===== config.mk =====
export PLATFORM = sky130hd
export DESIGN_NAME = reg_file_rw
export DESIGN_NICKNAME = d
export VERILOG_FILES = /design/src/rtl/proc_pkg.sv /design/src/rtl/reg_file_rd_port.sv /design/src/rtl/reg_file_rw.sv
export SDC_FILE = /design/constraint.sdc
export NUM_CORES = 1
export LEC_CHECK = 0
export CAP_MARGIN = 20
export CORE_MARGIN = 2
export CORE_UTILIZATION = 45
export CTS_CLUSTER_SIZE = 25
export DETAILED_ROUTE_END_ITERATION = 8
export PLACE_DENSITY = 0.62
export REMOVE_ABC_BUFFERS = 1
export SLEW_MARGIN = 20
export SYNTH_ARGS = -nofsm -noshare
export SYNTH_HDL_FRONTEND = slang
export SYNTH_HIERARCHICAL = 1
export SYNTH_SLANG_ARGS = --single-unit

===== constraint.sdc =====
create_clock -name clk -period 6.4 [get_ports clk]
set_clock_uncertainty 0.2 [all_clocks]
set_input_delay 1.28 -clock clk [delete_from_list [all_inputs] [get_ports clk]]
set_output_delay 1.28 -clock clk [all_outputs]
set_load 0.02 [all_outputs]

===== src/rtl/proc_pkg.sv =====
// Shared datapath package: default register-file geometry and the read
// response record handed to datapath consumers.
package proc_pkg;

    localparam int DEF_WIDTH    = 16;
    localparam int DEF_DEPTH    = 8;
    localparam int NUM_RD_PORTS = 2;

    // One read result as seen by a consumer on its rd_valid cycle.
    typedef struct packed {
        logic [DEF_WIDTH-1:0] data;
        logic                 err;
    } rd_rsp_t;

endpackage


===== src/rtl/reg_file_rd_port.sv =====
// One registered read port of reg_file_rw.
//   clk, reset        : clock, async active-high reset
//   rd_en, rd_addr    : read request
//   wr_hit, wr_addr,
//   wr_data           : qualified (in-range) write of this cycle, for bypass
//   mem, entry_valid  : storage and written flags from the top
//   rd_data, rd_valid,
//   rd_err            : registered result, valid pulse, unwritten/out-of-range flag
module reg_file_rd_port
    import proc_pkg::*;
#(
    parameter int WIDTH = DEF_WIDTH,
    parameter int DEPTH = DEF_DEPTH,
    parameter int AW    = $clog2(DEPTH)
) (
    input  logic                        clk,
    input  logic                        reset,
    input  logic                        rd_en,
    input  logic [AW-1:0]               rd_addr,
    input  logic                        wr_hit,
    input  logic [AW-1:0]               wr_addr,
    input  logic [WIDTH-1:0]            wr_data,
    input  logic [DEPTH-1:0][WIDTH-1:0] mem,
    input  logic [DEPTH-1:0]            entry_valid,
    output logic [WIDTH-1:0]            rd_data,
    output logic                        rd_valid,
    output logic                        rd_err
);

    localparam logic [AW:0] DEPTH_L = (AW+1)'(DEPTH);

    logic             in_range;
    logic [WIDTH-1:0] nxt_data;
    logic             nxt_err;

    assign in_range = {1'b0, rd_addr} < DEPTH_L;

    // Priority: range check, then write-first bypass, then stored word.
    always_comb begin
        nxt_data = '0;
        nxt_err  = 1'b1;
        if (in_range) begin
            if (wr_hit && wr_addr == rd_addr) begin
                nxt_data = wr_data;
                nxt_err  = 1'b0;
            end else if (entry_valid[rd_addr]) begin
                nxt_data = mem[rd_addr];
                nxt_err  = 1'b0;
            end
        end
    end

    // Data/err hold between reads; only the valid strobe tracks rd_en.
    always_ff @(posedge clk or posedge reset) begin
        if (reset) begin
            rd_data  <= '0;
            rd_err   <= 1'b0;
            rd_valid <= 1'b0;
        end else begin
            rd_valid <= rd_en;
            if (rd_en) begin
                rd_data <= nxt_data;
                rd_err  <= nxt_err;
            end
        end
    end

endmodule


===== src/rtl/reg_file_rw.sv =====
// Multi-entry register file: one write port, two registered read ports
// with valid strobes, and per-entry written tracking.
//   clk, reset     : clock, async active-high reset
//   clear          : sync invalidate of all entries (storage kept)
//   wr_en/addr/data: write port; out-of-range addresses are dropped
//   rd_en*/addr*   : read requests, 1-cycle latency
//   rd_data*/valid*/err* : registered results
//   entry_valid    : bit i set once entry i is written since reset/clear
module reg_file_rw
    import proc_pkg::*;
#(
    parameter int WIDTH = DEF_WIDTH,
    parameter int DEPTH = DEF_DEPTH,
    parameter int AW    = $clog2(DEPTH)
) (
    input  logic             clk,
    input  logic             reset,
    input  logic             clear,
    input  logic             wr_en,
    input  logic [AW-1:0]    wr_addr,
    input  logic [WIDTH-1:0] wr_data,
    input  logic             rd_en0,
    input  logic [AW-1:0]    rd_addr0,
    output logic [WIDTH-1:0] rd_data0,
    output logic             rd_valid0,
    output logic             rd_err0,
    input  logic             rd_en1,
    input  logic [AW-1:0]    rd_addr1,
    output logic [WIDTH-1:0] rd_data1,
    output logic             rd_valid1,
    output logic             rd_err1,
    output logic [DEPTH-1:0] entry_valid
);

    localparam logic [AW:0] DEPTH_L = (AW+1)'(DEPTH);

    logic [DEPTH-1:0][WIDTH-1:0]        mem;
    logic                               wr_hit;

    logic [NUM_RD_PORTS-1:0]            rd_en_v;
    logic [NUM_RD_PORTS-1:0][AW-1:0]    rd_addr_v;
    logic [NUM_RD_PORTS-1:0][WIDTH-1:0] rd_data_v;
    logic [NUM_RD_PORTS-1:0]            rd_valid_v;
    logic [NUM_RD_PORTS-1:0]            rd_err_v;

    assign wr_hit = wr_en && ({1'b0, wr_addr} < DEPTH_L);

    always_ff @(posedge clk or posedge reset) begin
        if (reset)       mem <= '0;
        else if (wr_hit) mem[wr_addr] <= wr_data;
    end

    // The write is applied after clear so a same-cycle write survives it.
    always_ff @(posedge clk or posedge reset) begin
        if (reset) begin
            entry_valid <= '0;
        end else begin
            if (clear)  entry_valid <= '0;
            if (wr_hit) entry_valid[wr_addr] <= 1'b1;
        end
    end

    assign rd_en_v   = {rd_en1, rd_en0};
    assign rd_addr_v = {rd_addr1, rd_addr0};

    for (genvar p = 0; p < NUM_RD_PORTS; p++) begin : g_rd
        reg_file_rd_port #(.WIDTH(WIDTH), .DEPTH(DEPTH), .AW(AW)) u_port (
            .clk         (clk),
            .reset       (reset),
            .rd_en       (rd_en_v[p]),
            .rd_addr     (rd_addr_v[p]),
            .wr_hit      (wr_hit),
            .wr_addr     (wr_addr),
            .wr_data     (wr_data),
            .mem         (mem),
            .entry_valid (entry_valid),
            .rd_data     (rd_data_v[p]),
            .rd_valid    (rd_valid_v[p]),
            .rd_err      (rd_err_v[p])
        );
    end

    assign rd_data0  = rd_data_v[0];
    assign rd_valid0 = rd_valid_v[0];
    assign rd_err0   = rd_err_v[0];
    assign rd_data1  = rd_data_v[1];
    assign rd_valid1 = rd_valid_v[1];
    assign rd_err1   = rd_err_v[1];

endmodule


Word-level counts from Yosys, hierarchy flattened --
Cells that the tools add are included.
Cells by class: eq/ne operators 2, bitwise logic cells 1, $lt $le $gt $ge 4, reduce and logical (&&, ||, !) cells 3, muxes and demuxes 23
Operator list (count):
- bitwise mux 128 bit | 1
- 2-to-1 mux 16 bit | 7
- binary-select mux 16 bit (select 3 bit) | 2
- demux 16 bit (select 3 bit) | 1
- 2-to-1 mux 8 bit | 2
- < comparator 3 x 4 -> 1 bit (second input constant) | 3
- OR 8 bit | 1
- 2-to-1 mux 1 bit | 7
- binary-select mux 1 bit (select 3 bit) | 2
- == test 3 bit | 2
- demux 1 bit (select 3 bit) | 1
- greater-or-equal comparator 3 x 1 -> 1 bit (second input constant) | 1
- logical AND 1 bit | 3
Storage, ports and cells: logic and storage cells 48, input bits 31, register bits 172, output and inout port bits 44

Logic depth before layout (Yosys ltp) --
Gate-level depths: netlist of run 1.
depth in word-level cells 6, gate-level depth with buffers 7, mapped depth without buffers 4

Cells and area by module --
Netlist of run 1, hierarchy kept.
Modules (own cells, without submodules):
- reg_file_rw | times used 1, area each 5182.5 um^2, sequential area each 3403.3 um^2, cells an instance 301
- reg_file_rd_port | times used 2, area each 1996.9 um^2, sequential area each 450.4 um^2, cells an instance 165

Least setup slack after synthesis of run 1 --
OpenSTA, ideal clock, no wires.
kind input-to-reg, from in rd_addr0[1], to reg g_rd[0].u_port.rd_data[8], library setup time 0.151 ns, stages 6, data required time 6.049 ns, data arrival time 2.683 ns, path slack 3.366 ns, cell sequence buf_2 -> buf_2 -> mux4_2 -> mux2_2 -> nand2_1 -> o221ai_1
Between the ends: longest elaborated chain between the ends 4, elaborated cells on any way between the ends 8
Ends and longest elaborated chain:
- start: declaration | RTL line reg_file_rw.sv:23 | input logic [AW-1:0] rd_addr0,
- binary-select mux 16 bit (select 3 bit) or binary-select mux 1 bit (select 3 bit) (tied branches) | RTL line reg_file_rd_port.sv:47, reg_file_rd_port.sv:46
- 2-to-1 mux 16 bit (not written as such) or 2-to-1 mux 1 bit (tied branches) | RTL line reg_file_rd_port.sv:47, reg_file_rd_port.sv:46
- 2-to-1 mux 16 bit | RTL line reg_file_rd_port.sv:46 | end else if (entry_valid[rd_addr]) begin
- 2-to-1 mux 16 bit (*) | RTL line reg_file_rd_port.sv:43 | if (wr_hit && wr_addr == rd_addr) begin
- end signal: assignment | RTL line reg_file_rd_port.sv:62 | rd_data <= nxt_data;
- end: declaration | RTL line reg_file_rd_port.sv:25 | output logic [WIDTH-1:0] rd_data,
Every way passes the cells marked *; elsewhere a longest branch is shown, timed or not. The select of a mux whose other input is x is not followed. A chain may end at the register's enable or synchronous reset.

Worst setup path in the final report of run 1 --
from in rd_addr0[0], to reg g_rd[0].u_port.rd_data[11]
The elaborated chain is that of the path after synthesis.

==> results.toml, run 1 <==
[die]
initial_utilization_pct = 45.6
fp.dieArea_um2 = 21600
die_w_um = 147
rows = 52
fp.dieH_um = 147
core_area_um2 = 20100
io_pins = 75

[pwr]
power_leakage_nw = 4.27
ir_drop_mv = 0.148
power_w = 0.00325
p_per_area_nw_per_um2 = 306

[route]
met1_length_um = 10000
wirelength_um = 22800
drt_iter0_drc = 252
wire_per_inst_um = 23.7
top_layer_used = "met4"
avgViaCountPerCell = 5.96
dr_wl_met2_um = 11300
drc = 0
wl_met3_um = 965
detailroute.via_count = 5731
ant_nets = 0
drt_pass1_iterations = 4

[timing]
drv_slew = 0
rsz0062_at_grt = "false"
fin_tns_setup_ns = 0
max-slew-margin-rel_pct = 29.7
period_minus_slack_ns = 3.44
setup_viol = 0
fmax_mhz = 291
worstMarginPinSlew_ns = 1.06
finalHoldViolations = 0
period_share_pct = 53.8
hold_ws_ns = 0.321

[worst_setup_path]
crit_fanout = 22
slowest_delay_ns = 0.52
cp.arrival_ns = 3.50
cp.required_ns = 6.45
end_kind = "flop"
path_class = "input port to flop"
cp_cell_sequence = "clkdlybuf4s50_1, buf_4, mux2_1, mux4_2, nand2_4, o221ai_1"
start_kind = "input port"
crit_slowest_cell = "mux4_2"

[logic_synthesis]
ys_seq_area_share_pct = 46.9
syn_inst = 631
yosysWarnings = 6
netlist.area_leader.share_pct = 46.9
synth_enable_flop_cells = 0
syn_area_per_cell_um2 = 14.5
synth_area_leaders = "dfrtp_1 (47%), mux2_2 (19%), mux4_2 (16%)"
async_flop_share_pct = 100
synthDistinctLibCells = 31
synth-main-ff-cell = "dfrtp_1"
synth.most_common_cell = "dfrtp_1"
synth_top_cell_by_area = "dfrtp_1"
syn_area_um2 = 9180
ys_seq_elements = 172
ys_top_cells_by_count = "dfrtp_1 (172), mux2_2 (155), mux4_2 (66), inv_1 (42)"

[clock_network]
cts_buffers = 17
cts_tree = "built"
postCtsHoldBufs = 0
clk-insertion-delay-late_ns = 0.42
cts_resized = 0
cts_max_level = 4
clockBufferDepth = 2
post_cts_buffers = 0
cts_sinks = 172
clkTransAtPathRegs_ns = 0.07
root_buffer = "clkbuf_16"

[grt]
first_global_vias = 5937
grt_max_degree = 57
grt_usage_pct = 22.2
grt_pass1_wl_um = 35600
grt-ovfl-total = 0
grt_antenna_before_repair = 0

[flow_run]
max-cap-violations = 0

[place]
gp_congestion = 0.759
dp_cells = 931
io_buffers = 74
dp_hpwl_um = 13500

[worst_hold_path]
hold_class = "flop to flop"

[final_layout]
area_growth_pct = 15.4
diodes = 0
final_layout_size_suffix_gt1_share_pct = 43.8
stdcell_count = 962
utilization_pct = 52.7
final_nets = 711

[run_status]
status = "finished, final reports clean"
state kept, by name (all words and copies together), names as in the netlist:
register / flops
mem: 128
g_rd.u_port/rd_data: 32
entry_valid: 8
g_rd.u_port/rd_err: 2
g_rd.u_port/rd_valid: 2
worst max-delay path, delay by kind of cell:
| family | cells | cell delay [ns] |
|---|---|---|
| compound gates | 1 | 0.19 |
| mux | 2 | 0.89 |
| buf+inv | 2 | 0.81 |
| simple gates | 1 | 0.31 |
report_power, final:
group | internal (W) | switching (W) | total, W | leakage, nW
Combinational | 0.000441 | 0.000286 | 0.000727 | 1.85
Clock | 0.000671 | 0.000410 | 0.00108 | 0.294
Sequential | 0.00129 | 0.000144 | 0.00144 | 2.13
per-stage QoR:
stage	worst slack (ns)	area, um^2
finish	2.96	10600
global route	2.87	10600
CTS	2.99	10600
detailed placement	2.54	9980
global placement	2.58	9980
floorplan	1.28	8860
per-layer routing:
| layer | up-vias | GRT usage (%) |
|---|---|---|
| li1 | 2478 | - |
| met1 | 3052 | 30.0 |
| met2 | 161 | 36.3 |
| met3 | 40 | 3.88 |
| met4 | 0 | 7.91 |
| met5 | - | 0 |
layout by cell type, fill, tap and decap left out, types with 3 or more instances in the layout:
cell               n
clkdlybuf4s50_1   68
nand2_1           32
bufinv_16          4
nand3_1           32
clkbuf_1           5
mux2_2           155
mux4_2            66
xnor2_1            6
o21ai_0            6
buf_4              9
o221ai_1          12
clkbuf_16         17
buf_2              6
dfrtp_1          172
nand4b_2           3
inv_1             41
and4bb_2           3
o221ai_2          20
a21o_1             3
mux2_4             9
area by class of cell:
type / instances / area, um^2
clock inverter: 7 / 138
sequential: 172 / 4300
clock buffer: 24 / 472
fill: 1673 / 9520
timing repair buffer: 83 / 778
multi-input combinational: 364 / 4400
inverter: 42 / 160
tap: 270 / 338
path summary, 6_finish.rpt:
check                                from                    endpoint  slack, ns  cells after the start
setup / recovery              rd_addr0[0]  g_rd[0].u_port/rd_data[11]       2.96                      6
hold / removal                    mem[96]                     mem[96]       0.32                      1
setup reg to reg           entry_valid[7]  g_rd[0].u_port/rd_data[11]       4.29                      4
hold reg to reg                   mem[96]                     mem[96]       0.32                      1
max in group asynchronous           reset                     mem[28]       3.88                      3
min in group asynchronous           reset                     mem[99]       1.06                      2
cells by family (layout without fill, tap and decap cells):
kind of cell,after synthesis,after routing,synth area share [%]
XOR/XNOR,6,6,0.573
AND/OR/NAND/NOR,82,82,5.19
flip-flops,172,172,46.9
multiplexers,232,232,36.9
buffers and inverters,95,156,5.17
AO/OA/AOI/OAI,44,44,5.22
Power figures use the tool's default switching activity.
==> run 2: changes to the inputs <==
--- a/config.mk
+++ b/config.mk
@@ -10,7 +10,7 @@
 export CORE_UTILIZATION = 45
 export CTS_CLUSTER_SIZE = 25
 export DETAILED_ROUTE_END_ITERATION = 8
-export PLACE_DENSITY = 0.62
+export PLACE_DENSITY = 0.65
 export REMOVE_ABC_BUFFERS = 1
 export SLEW_MARGIN = 20
 export SYNTH_ARGS = -nofsm -noshare
==> constraint.sdc (replaced) <==
create_clock -name clk -period 2.95 [get_ports clk]
set_clock_uncertainty 0.2 [all_clocks]
set_input_delay 0.59 -clock clk [delete_from_list [all_inputs] [get_ports clk]]
set_output_delay 0.59 -clock clk [all_outputs]
set_load 0.02 [all_outputs]
==> run 2 against run 1 <==
Flip-flop and latch count unchanged. Clock power up 120%. Non-clock buffer count up 27.
==> results.toml, run 2 (same netlist as run 1, synthesis figures left out) <==
[run_status]
status = "finished, final reports clean"

[worst_setup_path]
crit_end = "g_rd[0].u_port/rd_data[9]"
cp.arrival_ns = 2.60
rrSetupSlack_ns = 0.82
startpoint = "rd_addr0[0]"
crit_family = "multiplexers"
crit_fanout = 16
start_kind = "input port"
end_kind = "flop"
crit_slowest_cell = "clkdlybuf4s50_1"
path_buf_inv = 1
cp_cell_sequence = "clkdlybuf4s50_1, mux2_1, mux4_2, nand2_4, o221ai_1"
path_depth = 5
crit-reg2reg-capture = "g_rd[0].u_port/rd_data[9]"
path_class = "input port to flop"
slowest_delay_ns = 0.61
cp.required_ns = 3.03
r2r_cells = 4
crit-reg2reg-launch = "entry_valid[6]"

[pwr]
p_per_area_nw_per_um2 = 651
ir_drop_mv = 0.356
power_w = 0.00713
power_leakage_nw = 4.46

[die]
initial_utilization_pct = 45.6
fp.dieArea_um2 = 21600
die_w_um = 147
fp.dieH_um = 147
core_area_um2 = 20100
rows = 52
io_pins = 75

[clock_network]
clockBufferDepth = 2
cts_tree = "built"
root_buffer = "clkbuf_16"
post_cts_buffers = 0
cts_sinks = 172
cts_max_level = 4
cts_resized = 0
clk-insertion-delay-late_ns = 0.43
clkTransAtPathRegs_ns = 0.06
postCtsHoldBufs = 0
cts_buffers = 17

[route]
drc = 0
wire_per_inst_um = 24.4
wirelength_um = 24200
avgViaCountPerCell = 6.03
drt_pass1_iterations = 4
ant_nets = 0
detailroute.via_count = 5973
drt_iter0_drc = 394

[timing]
finalHoldViolations = 0
worstMarginPinSlew_ns = 0.716
max-slew-margin-rel_pct = 52.2
fmax_mhz = 396
setup_viol = 0
fin_tns_setup_ns = 0
period_share_pct = 85.6
rsz0062_at_grt = "false"
period_minus_slack_ns = 2.53
drv_slew = 0

[grt]
first_global_vias = 6415
grt_max_degree = 49
grt_antenna_before_repair = 0
grt-ovfl-total = 0
grt_usage_pct = 23.4
grt_pass1_wl_um = 37700

[final_layout]
fin_area_um2 = 10900
largest_reg_flops = 128
reg_top3 = "mem: 128 flops, g_rd.u_port/rd_data: 32 flops, entry_valid: 8 flops"
utilization_pct = 54.5
top_register = "mem"
diodes = 0
final_cell_mix = "dfrtp_1 (172), mux2_2 (155), clkdlybuf4s50_1 (68), mux4_2 (66), inv_1 (41)"
fill_cells = 1632
final_common_cell = "dfrtp_1"
area_growth_pct = 19.3
final_layout_size_suffix_gt1_share_pct = 46.4
final_nets = 738

[place]
gp_congestion = 0.809
dp_hpwl_um = 15400
io_buffers = 74
place_area_um2 = 10300

[flow_run]
max-cap-violations = 0

[worst_hold_path]
hold_class = "input port to flop"
run 2: layout make-up:
| cell class | instances | area [um^2] | share of cell area, % |
|---|---|---|---|
| clock buffers | 20 | 447 | 4.08 |
| flip-flops and latches | 172 | 4300 | 39.3 |
| multi-input cells | 364 | 4400 | 40.2 |
| inverters | 42 | 160 | 1.46 |
| repair buffers | 110 | 1130 | 10.3 |
| clock inverters | 12 | 170 | 1.55 |
| well taps | 270 | 338 | 3.09 |
run 2: tightest hold or removal path, stage by stage:
cell and delay (ns):
buf_2 0.17, nand2_1 0.08, o22ai_1 0.06
run 2: routing by layer:
metal / up-vias / track usage [%] / wire length, um
met5: - / 0 / 0
met4: 0 / 10.4 / 693
met3: 55 / 4.63 / 1500
met2: 217 / 38.8 / 12000
met1: 3159 / 30.1 / 9960
li1: 2542 / - / -
run 2: worst min-delay path by stage:
stage | start | end | cells past startpoint
floorplan | mem[62] | mem[62] | 1
global placement | mem[86] | mem[86] | 1
detailed placement | mem[103] | mem[103] | 1
CTS | rd_en0 | g_rd[0].u_port/rd_err | 3
global route | mem[103] | mem[103] | 1
finish | rd_en0 | g_rd[0].u_port/rd_err | 3
run 2: stage by stage:
| stage | hold slack (ns) | cells | setup slack (ns) |
|---|---|---|---|
| 3_3_place_gp | 0.299 | 958 | 0.0623 |
| 6_report | 0.320 | 990 | 0.424 |
| 4_1_cts | 0.308 | 990 | 0.435 |
| 2_1_floorplan | 0.291 | 578 | -1.48 |
| 5_1_grt | 0.338 | 990 | 0.381 |
| 3_5_place_dp | 0.313 | 958 | -0.0136 |
run 2: where the power goes:
| group | leakage [nW] | total, W | internal, W | switching [W] |
|---|---|---|---|---|
| clock network | 0.304 | 0.00237 | 0.00144 | 0.000931 |
| registers | 2.13 | 0.00313 | 0.00280 | 0.000327 |
| logic | 2.03 | 0.00163 | 0.000991 | 0.000640 |
==> run 3: changes to the inputs <==
--- a/config.mk
+++ b/config.mk
@@ -5,12 +5,13 @@
 export SDC_FILE = /design/constraint.sdc
 export NUM_CORES = 1
 export LEC_CHECK = 0
+export ABC_AREA = 1
 export CAP_MARGIN = 20
 export CORE_MARGIN = 2
 export CORE_UTILIZATION = 45
 export CTS_CLUSTER_SIZE = 25
 export DETAILED_ROUTE_END_ITERATION = 8
-export PLACE_DENSITY = 0.65
+export PLACE_DENSITY = 0.64
 export REMOVE_ABC_BUFFERS = 1
 export SLEW_MARGIN = 20
 export SYNTH_ARGS = -nofsm -noshare
==> run 3 against run 2 <==
Total power rose by 2.3%. Cell count rose by 120%. Synthesized area rose by 20%. Non-clock buffer count rose by 36. Register-to-register slack improved by 0.36 ns. Sequential share of layout area fell by 5.7 points.
==> results.toml, run 3 <==
[route]
drc = 0
wire_per_inst_um = 17.3
drt_iter0_drc = 1086
ant_nets = 0
avgViaCountPerCell = 5.07
wirelength_um = 37600
drt_pass1_iterations = 5
detailroute.via_count = 11012

[clock_network]
cts_sinks = 172
clkTransAtPathRegs_ns = 0.07
cts_tree = "built"
postCtsHoldBufs = 0
cts_max_level = 4
post_cts_buffers = 0
cts_resized = 0
cts_buffers = 17
clk-insertion-delay-late_ns = 0.44
clockBufferDepth = 2
root_buffer = "clkbuf_16"

[final_layout]
fill_cells = 2400
top_register = "mem"
area_growth_pct = 15.8
final_common_cell = "nand2_1"
final_layout_size_suffix_gt1_share_pct = 7.14
reg_top3 = "mem: 128 flops, g_rd.u_port/rd_data: 32 flops, entry_valid: 8 flops"
final_cell_mix = "nand2_1 (810), inv_1 (318), nand3_1 (262), dfrtp_1 (172), clkdlybuf4s50_1 (72)"
final_nets = 1868
diodes = 0
fin_area_um2 = 12800
largest_reg_flops = 128

[run_status]
status = "finished, final reports clean"

[place]
preCtsSetupSlack_ns = 0.262
io_buffers = 74
place_area_um2 = 12200
gp_congestion = 0.910
dp_hpwl_um = 25100

[die]
fp.dieArea_um2 = 25800
io_pins = 75
rows = 57
initial_utilization_pct = 45.7
die_w_um = 161
fp.dieH_um = 161
core_area_um2 = 24200

[worst_setup_path]
crit_fanout = 4
path_buf_inv = 1
cp.required_ns = 2.16
cp.arrival_ns = 1.50
crit_family = "buffers and inverters"
crit_slowest_cell = "clkdlybuf4s50_1"
cp_cell_sequence = "clkdlybuf4s50_1"
end_kind = "primary output"
path_class = "flop to primary output"
slowest_delay_ns = 0.64
start_kind = "flop"

[logic_synthesis]
synthDistinctLibCells = 21
ys_seq_area_share_pct = 39.0
syn_inst = 1776
syn_area_per_cell_um2 = 6.22
synth_area_leaders = "dfrtp_1 (39%), nand2_1 (28%), nand3_1 (12%)"
syn_area_um2 = 11000
ys_top_cells_by_count = "nand2_1 (810), inv_1 (319), nand3_1 (262), dfrtp_1 (172), buf_2 (50)"
async_flop_share_pct = 100
yosysWarnings = 6
netlist.area_leader.share_pct = 39.0
synth_top_cell_by_area = "dfrtp_1"
ys_seq_elements = 172
synth_enable_flop_cells = 0
synth-main-ff-cell = "dfrtp_1"
synth.most_common_cell = "nand2_1"

[pwr]
pwr-share-seq_pct = 42.0
switching_power_w = 0.00254
clkPwrFrac_pct = 32.4
intPower_w = 0.00475
power_leakage_nw = 7.38
ir_drop_mv = 0.309
swShare_pct = 34.8
p_per_area_nw_per_um2 = 570
p_comb_share_pct = 25.5

[timing]
setup_viol = 0
max-slew-margin-rel_pct = 57.0
finalHoldViolations = 0
layout_setup_ws_ns = 0.655
period_minus_slack_ns = 2.29
period_share_pct = 77.8
fmax_mhz = 436
rsz0062_at_grt = "false"
worstMarginPinSlew_ns = 0.643
drv_slew = 0

[grt]
grt_antenna_before_repair = 0
grt_pass1_wl_um = 59200
first_global_vias = 10383
grt_usage_pct = 30.0
grt-ovfl-total = 0
grt_max_degree = 69

[worst_hold_path]
hold_class = "flop to flop"

[flow_run]
max-cap-violations = 0
==> run 3: cell types whose count changed in the layout (fill, tap and decap cells not counted), moves of 7 or more <==
| cell | delta |
|---|---|
| nand2_1 | +778 |
| inv_1 | +277 |
| nand3_1 | +230 |
| mux2_2 | -155 |
| mux4_2 | -66 |
| buf_4 | +41 |
| nor2_1 | +36 |
| a21oi_1 | +32 |
| o221ai_2 | -20 |
| o221ai_1 | -12 |
| nand2_2 | +11 |
| mux2_4 | -9 |
| nor2_4 | +7 |
==> run 3: worst paths after layout <==
| path | startpoint | endpoint | slack (ns) | cells past startpoint |
|---|---|---|---|---|
| hold / removal | mem[64] | mem[64] | 0.30 | 2 |
| hold reg to reg | mem[64] | mem[64] | 0.30 | 2 |
| max in group asynchronous | reset | mem[17] | 1.42 | 3 |
| min in group asynchronous | reset | entry_valid[7] | 0.40 | 2 |
| setup / recovery | entry_valid[0] | entry_valid[0] | 0.66 | 1 |
| setup reg to reg | entry_valid[4] | g_rd[0].u_port/rd_data[0] | 1.18 | 8 |
==> run 3: area by class of cell <==
type	instances	area, um^2	share of cell area [%]
Inverter	325	1220	9.57
Sequential cell	172	4300	33.6
Tap cell	324	405	3.17
Clock buffer	19	453	3.54
Timing Repair Buffer	146	1360	10.6
Clock inverter	13	154	1.20
Multi-Input combinational cell	1175	4890	38.2
==> run 3: kinds of logic (layout without fill, tap and decap cells) <==
logic type,Yosys count,in the layout,share of synthesized area [%]
flip-flops,172,172,39.0
buffers and inverters,429,503,16.8
AO/OA/AOI/OAI,44,44,2.02
XOR/XNOR,2,2,0.159
AND/OR/NAND/NOR,1129,1129,42.1
==> run 3: power by group through the flow <==
stage	clock (W)	sequential, W	combinational, W
after floorplan	0	0.00308	0.00110
after global placement	0	0.00309	0.00180
after detailed placement	0	0.00310	0.00185
after CTS	0.00240	0.00306	0.00185
after global routing	0.00249	0.00312	0.00212
final	0.00236	0.00306	0.00186
==> run 3: metal layers <==
layer / wire, um / track usage, %
met5: 0 / 0
met4: 1410 / 12.6
met3: 3000 / 4.91
met2: 17100 / 47.5
met1: 16100 / 41.0
==> run 3: through the flow <==
step	std cells	total power (W)	util [%]	hold slack (ns)	TNS [ns]
global route	2174	0.00772	52.9	0.316	0
finish	2174	0.00729	52.9	0.297	0
detailed placement	2142	0.00494	50.4	0.282	0
global placement	2142	0.00489	50.4	0.278	0
CTS	2174	0.00731	52.9	0.297	0
floorplan	1672	0.00418	-	0.263	-201.21
